`src/rtl/r5p_mdu.sv`:
```
// Iterative RISC-V M-extension multiply/divide unit: shift-add multiply and restoring
// divide over a shared 2*XW accumulator, BPC bits retired per CALC cycle.
module r5p_mdu #(
   parameter int XW  = 32,
   parameter int BPC = 1
) (
   input  logic          clk,
   input  logic          rst,
   input  logic          req_vld,
   output logic          req_rdy,
   input  logic [2:0]    req_op,
   input  logic [XW-1:0] req_rs1,
   input  logic [XW-1:0] req_rs2,
   input  logic          kill,
   output logic          rsp_vld,
   input  logic          rsp_rdy,
   output logic [XW-1:0] rsp_rd
);

   localparam int CW = $clog2(XW/BPC + 1);
   localparam logic [CW-1:0] CNT_INIT = CW'(XW/BPC);
   localparam logic [1:0] IDLE = 2'd0, CALC = 2'd1, DONE = 2'd2;
   localparam logic [XW-1:0] MINV = {1'b1, {(XW-1){1'b0}}};

   logic [1:0]      state;
   logic [CW-1:0]   cnt;
   logic [2:0]      op_q;
   logic            neg_q, spc_q;
   logic [XW-1:0]   m_q;
   logic [2*XW-1:0] acc_q, acc_s;

   // request decode: operand signedness, magnitudes and the early-out results
   logic            is_div, sgn1, sgn2, n1, n2, div0, ovf, neg_n;
   logic [XW-1:0]   abs1, abs2, spc_res;

   always_comb begin
      is_div  = req_op[2];
      sgn1    = is_div ? ~req_op[0] : (req_op[1:0] != 2'b11);
      sgn2    = is_div ? ~req_op[0] : ~req_op[1];
      n1      = sgn1 & req_rs1[XW-1];
      n2      = sgn2 & req_rs2[XW-1];
      abs1    = n1 ? -req_rs1 : req_rs1;
      abs2    = n2 ? -req_rs2 : req_rs2;
      neg_n   = (is_div & req_op[1]) ? n1 : (n1 ^ n2);
      div0    = is_div & (req_rs2 == '0);
      ovf     = is_div & ~req_op[0] & (req_rs1 == MINV) & (req_rs2 == '1);
      spc_res = div0 ? (req_op[1] ? req_rs1 : '1) : (req_op[1] ? '0 : MINV);
   end

   // BPC unrolled steps; acc = {hi, lo}: multiply {partial sum, multiplier},
   // divide {partial remainder, dividend/quotient}
   logic [XW:0] tmp, diff, sum;

   always_comb begin
      acc_s = acc_q;
      tmp   = '0;
      diff  = '0;
      sum   = '0;
      for (int i = 0; i < BPC; i++) begin
         if (op_q[2]) begin
            tmp  = {acc_s[2*XW-1:XW], acc_s[XW-1]};
            diff = tmp - {1'b0, m_q};
            if (!diff[XW]) acc_s = {diff[XW-1:0], acc_s[XW-2:0], 1'b1};
            else           acc_s = {tmp[XW-1:0],  acc_s[XW-2:0], 1'b0};
         end else begin
            sum   = {1'b0, acc_s[2*XW-1:XW]} + (acc_s[0] ? {1'b0, m_q} : {(XW+1){1'b0}});
            acc_s = {sum, acc_s[XW-1:1]};
         end
      end
   end

   logic [2*XW-1:0] prod;
   logic [XW-1:0]   quo, rem, fin;

   always_comb begin
      prod = neg_q ? -acc_q : acc_q;
      quo  = neg_q ? -acc_q[XW-1:0] : acc_q[XW-1:0];
      rem  = neg_q ? -acc_q[2*XW-1:XW] : acc_q[2*XW-1:XW];
      if (spc_q)          fin = acc_q[XW-1:0];
      else if (!op_q[2])  fin = (op_q[1:0] == 2'b00) ? prod[XW-1:0] : prod[2*XW-1:XW];
      else                fin = op_q[1] ? rem : quo;
   end

   // early-out ops enter CALC with cnt=0 so they spend only the finalize cycle there
   always_ff @(posedge clk or negedge rst) begin
      if (!rst) begin
         state  <= IDLE;
         cnt    <= '0;
         op_q   <= '0;
         neg_q  <= 1'b0;
         spc_q  <= 1'b0;
         m_q    <= '0;
         acc_q  <= '0;
         rsp_rd <= '0;
      end else begin
         case (state)
            IDLE: if (req_vld && !kill) begin
               op_q  <= req_op;
               neg_q <= neg_n;
               spc_q <= div0 | ovf;
               state <= CALC;
               if (div0 | ovf) begin
                  cnt   <= '0;
                  acc_q <= {{XW{1'b0}}, spc_res};
               end else begin
                  cnt   <= CNT_INIT;
                  m_q   <= is_div ? abs2 : abs1;
                  acc_q <= {{XW{1'b0}}, is_div ? abs1 : abs2};
               end
            end
            CALC: begin
               if (kill) state <= IDLE;
               else if (cnt != '0) begin
                  acc_q <= acc_s;
                  cnt   <= cnt - 1'b1;
               end else begin
                  rsp_rd <= fin;
                  state  <= DONE;
               end
            end
            DONE: if (kill || rsp_rdy) state <= IDLE;
            default: state <= IDLE;
         endcase
      end
   end

   assign req_rdy = (state == IDLE);
   assign rsp_vld = (state == DONE);

endmodule
```
`config.mk`:
```
export PLATFORM = sky130hd
export DESIGN_NAME = r5p_mdu
export DESIGN_NICKNAME = d
export VERILOG_FILES = /design/src/rtl/r5p_mdu.sv
export SDC_FILE = /design/constraint.sdc
export NUM_CORES = 1
export LEC_CHECK = 0
export CORE_MARGIN = 4
export CORE_UTILIZATION = 60
export DETAILED_ROUTE_END_ITERATION = 12
export GPL_TIMING_DRIVEN = 0
export MAX_ROUTING_LAYER = met4
export PLACE_DENSITY = 0.82
export SYNTH_ARGS = -nofsm -noshare
export SYNTH_HDL_FRONTEND = slang
export SYNTH_SLANG_ARGS = --single-unit
```
`constraint.sdc`:
```
create_clock -name clk -period 4.15 [get_ports clk]
set_clock_uncertainty 0.2 [all_clocks]
set_input_delay 0.83 -clock clk [delete_from_list [all_inputs] [get_ports clk]]
set_output_delay 0.83 -clock clk [all_outputs]
set_load 0.05 [all_outputs]
```
==> impl_metrics.xml <==
<?xml version="1.0" encoding="UTF-8"?>
<metrics>
  <group name="logic_synthesis">
    <metric name="sequential_area_share_after_synthesis" unit="%">23.3</metric>
    <metric name="post_synth.cell_area_avg" unit="um^2">7.31</metric>
    <metric name="postSynth.asyncResetShare" unit="%">100</metric>
    <metric name="synth.distinct_cells" unit="">79</metric>
    <metric name="synth-edff-count" unit="">0</metric>
    <metric name="synthTopCellsByArea" unit="">sky130_fd_sc_hd__dfrtp_1 (23%), sky130_fd_sc_hd__o21ai_0 (7.4%), sky130_fd_sc_hd__xnor2_1 (6.4%), sky130_fd_sc_hd__nand2_1 (6.1%), sky130_fd_sc_hd__ha_1 (5.9%)</metric>
    <metric name="synthesis.instances" unit="">2075</metric>
    <metric name="synthDominantAreaCellType" unit="">sky130_fd_sc_hd__dfrtp_1</metric>
    <metric name="mappedNetlistNets" unit="">2220</metric>
    <metric name="post-synth-top-area-fraction" unit="%">23.3</metric>
    <metric name="postSynthRegisterBits" unit="">141</metric>
    <metric name="yosys_warnings" unit="">0</metric>
    <metric name="netlist_area" unit="mm^2">0.0152</metric>
    <metric name="postSynth.topFlopCell" unit="">sky130_fd_sc_hd__dfrtp_1</metric>
    <metric name="synthMostInstantiatedCell" unit="">sky130_fd_sc_hd__nand2_1</metric>
    <metric name="synth_common_cells" unit="">sky130_fd_sc_hd__nand2_1 (248), sky130_fd_sc_hd__o21ai_0 (225), sky130_fd_sc_hd__nor2_1 (196), sky130_fd_sc_hd__a21oi_1 (160), sky130_fd_sc_hd__dfrtp_1 (141)</metric>
  </group>
  <group name="finish">
    <metric name="area_growth_syn_to_layout" unit="%">15.0</metric>
    <metric name="filler_cell_count" unit="">2022</metric>
    <metric name="drive_gt1_share" unit="%">5.59</metric>
    <metric name="nets" unit="">2349</metric>
  </group>
  <group name="global_routing">
    <metric name="number_of_global_route_vias_before_repair" unit="">17002</metric>
    <metric name="grt_first_pass_wirelength" unit="um">95800</metric>
    <metric name="grt_util_all_layers" unit="%">45.1</metric>
    <metric name="number_of_antenna_violations_at_the_first_check_in_global_routing" unit="">0</metric>
    <metric name="overflow" unit="">0</metric>
    <metric name="grt_start_max_net_pins" unit="">89</metric>
  </group>
  <group name="setup_path">
    <metric name="top_fanout_value_on_the_critical_path" unit="">10</metric>
    <metric name="critPathMaxStageDelay" unit="ps">640</metric>
    <metric name="ordered_cell_list_for_the_critical_path" unit="">clkbuf_1, or4_1, nor4_2, nand3b_1, or3_1, clkbuf_1, o41ai_4, xnor2_1, o211ai_1, nand4_1</metric>
    <metric name="crit_type" unit="">reg -&gt; reg</metric>
    <metric name="critical_path.n_buffers_inverters" unit="">2</metric>
    <metric name="critPathArrivalTime" unit="ps">4260</metric>
    <metric name="crit_path_top_delay_cell" unit="">sky130_fd_sc_hd__or4_1</metric>
    <metric name="setup.worst_path.start_class" unit="">flip-flop</metric>
    <metric name="path_delay_family" unit="">simple AND/OR/NAND/NOR gates</metric>
    <metric name="cpMostUsedCell" unit="">sky130_fd_sc_hd__clkbuf_1</metric>
    <metric name="critical_path_required" unit="ps">4260</metric>
    <metric name="critPathCaptureType" unit="">flip-flop</metric>
  </group>
  <group name="drt">
    <metric name="drc_errors" unit="">0</metric>
    <metric name="routedWlPerCell" unit="um">25.2</metric>
    <metric name="viasPerCell" unit="">7.01</metric>
    <metric name="antenna_left" unit="">0</metric>
    <metric name="route.vias.total" unit="">17830</metric>
    <metric name="drt_pre_antenna_iters" unit="">7</metric>
    <metric name="totalWireLength" unit="um">64100</metric>
    <metric name="first_iter_violations" unit="">2831</metric>
  </group>
  <group name="placement">
    <metric name="dp_worst_setup_slack" unit="ps">-919</metric>
    <metric name="dp_hpwl" unit="um">49200</metric>
    <metric name="place_congestion" unit="">1.15</metric>
    <metric name="port-buffer-count" unit="">104</metric>
  </group>
  <group name="clock_tree">
    <metric name="cts_tree" unit="">yes</metric>
    <metric name="holdBufCountCts" unit="">0</metric>
    <metric name="clock_buffers_created_by_tritoncts" unit="">17</metric>
    <metric name="htree_num_levels" unit="">4</metric>
    <metric name="clock_path_buffers" unit="">2</metric>
    <metric name="worstSkewPairLatency" unit="ps">440</metric>
    <metric name="cts.reportedPaths.clkPinSlew" unit="ps">70</metric>
    <metric name="cts-root-buf" unit="">sky130_fd_sc_hd__clkbuf_16</metric>
    <metric name="clkSinkCount" unit="">141</metric>
  </group>
  <group name="sta">
    <metric name="timing.final.max_slew_violations" unit="">0</metric>
    <metric name="maxSlewHeadroom" unit="%">27.4</metric>
    <metric name="max_freq" unit="MHz">241</metric>
    <metric name="min_period" unit="ps">4150</metric>
    <metric name="final_hold_viols" unit="">0</metric>
    <metric name="post-route-period-util" unit="%">100</metric>
    <metric name="final_count_of_negative_setup_slack_endpoints" unit="">1</metric>
    <metric name="hold_slack" unit="ps">152</metric>
    <metric name="rsz0062_at_grt" unit="">false</metric>
    <metric name="worst_slew_pin_slew" unit="ps">1080</metric>
    <metric name="worst_slack" unit="ps">-1.31</metric>
  </group>
  <group name="power_and_ir_drop">
    <metric name="clock_power_share" unit="%">11.4</metric>
    <metric name="combPwrFrac" unit="%">69.6</metric>
    <metric name="post_route_total_power" unit="W">0.0140</metric>
    <metric name="p_switching" unit="W">0.00782</metric>
    <metric name="power_frac_seq" unit="%">19.0</metric>
    <metric name="vdd.ir_drop.worst" unit="V">0.000466</metric>
    <metric name="power.density_cell_area" unit="mW/mm^2">802</metric>
    <metric name="total_leakage_power" unit="nW">7.33</metric>
    <metric name="swShare" unit="%">55.8</metric>
    <metric name="p_int" unit="W">0.00618</metric>
  </group>
  <group name="job">
    <metric name="max_cap_viol_count" unit="">0</metric>
  </group>
  <group name="floorplan">
    <metric name="chipHeight" unit="um">167</metric>
    <metric name="die_w" unit="um">167</metric>
    <metric name="fp-row-count" unit="">57</metric>
    <metric name="floorplan.initialDensity" unit="%">61.6</metric>
    <metric name="io_pins" unit="">106</metric>
    <metric name="core_area" unit="mm^2">0.0246</metric>
    <metric name="floorplan.die_area" unit="mm^2">0.0279</metric>
  </group>
  <group name="worst_hold_path">
    <metric name="worstHoldPathType" unit="">in -&gt; async</metric>
  </group>
  <group name="outcome">
    <metric name="run_status" unit="">finished with violations</metric>
    <metric name="violations_in_the_final_reports" unit="">negative setup slack</metric>
  </group>
</metrics>
worst paths after layout:
check	startpoint	end	slack, ps	depth (start not counted)
min in group clk	m_q[19]	m_q[19]	290	2
hold reg to reg	m_q[19]	m_q[19]	290	2
max in group asynchronous	rst	acc_q[32]	2730	2
hold / removal	rst	acc_q[6]	150	1
setup / recovery	acc_q[17]	rsp_rd[13]	-1	10
setup reg to reg	acc_q[17]	rsp_rd[13]	-1	10
flip-flops by register name, summed over array words and instances, names as in the netlist:
name    flops
neg_q       1
cnt         6
rsp_rd     32
op_q        3
m_q        32
spc_q       1
acc_q      64
state       2
kinds of logic after synthesis:
kind of cell	share of synthesized area [%]
and+or+nand+nor	21.7
buffers and inverters	5.82
DFF	23.3
AOI/OAI and AO/OA	28.0
adders and majority gates	6.12
muxes	3.65
xor gates and xnor gates	11.5
placed cells by master (no fill, tap or decap), drive strengths merged, types with 20 or more instances in the layout:
cell type        n
ha              71
a31oi           29
nor2           196
xnor2          111
or3             29
inv             78
nand2b          21
nor3            33
mux2i           44
buf             31
clkdlybuf4s50   99
o211ai          24
nand4           20
o31ai           39
dfrtp          141
a21oi          160
xor2            88
nor2b           20
nand2          249
nand3           59
a21o            39
o21ai          230
clkbuf         150
power groups by stage:
stage	Combinational (W)	Clock, W	Sequential [W]
2_1_floorplan	0.00601	0	0.00284
3_3_place_gp	0.00884	0	0.00257
3_5_place_dp	0.00906	0	0.00260
4_1_cts	0.00919	0.00156	0.00259
5_1_grt	0.0103	0.00163	0.00269
6_report	0.00975	0.00159	0.00266
through the flow:
stage / setup TNS, ps / std cells / area, um^2 / utilization, %
2_1_floorplan: 0 / 2075 / 15200 / -
3_3_place_gp: -550780 / 2503 / 16600 / 67.5
3_5_place_dp: -47820 / 2504 / 16600 / 67.7
4_1_cts: 0 / 2535 / 17300 / 70.2
5_1_grt: 0 / 2541 / 17400 / 70.9
6_report: -1.31 / 2542 / 17400 / 70.9
worst reg2reg max path: cells and delay by family (launching register included):
family                 cells  cell delay (ps)
AND/OR/NAND/NOR            5             1840
AO/OA/AOI/OAI              2              670
XOR/XNOR                   1              310
buffers and inverters      2              660
flip-flops                 1              360
area by class of cell:
class,count,area (um^2),share of cell area (%)
multi-input combinational,1708,10900,62.3
timing repair buffer,111,1120,6.45
clock buffer,18,439,2.52
buffer,155,654,3.75
clock inverter,14,146,0.839
inverter,70,265,1.52
antenna,1,2.50,0.0143
sequential,141,3530,20.2
tap,324,405,2.32
per-layer routing:
| metal | global-route usage (%) | vias up | routed length (um) |
|---|---|---|---|
| met3 | 10.4 | 384 | 8180 |
| li1 | - | 7732 | - |
| met1 | 54.0 | 8266 | 22800 |
| met2 | 68.0 | 1448 | 27700 |
| met5 | - | - | 0 |
| met4 | 29.6 | 0 | 5390 |
timing repair:
| action | 4_1_cts | 5_1_grt |
|---|---|---|
| buffers inserted | 0 | 6 |
| pin swaps | 3 | 9 |
| gates resized for setup | 18 | 38 |
| setup endpoints to repair | 112 | 107 |
Power figures use the tool's default switching activity.
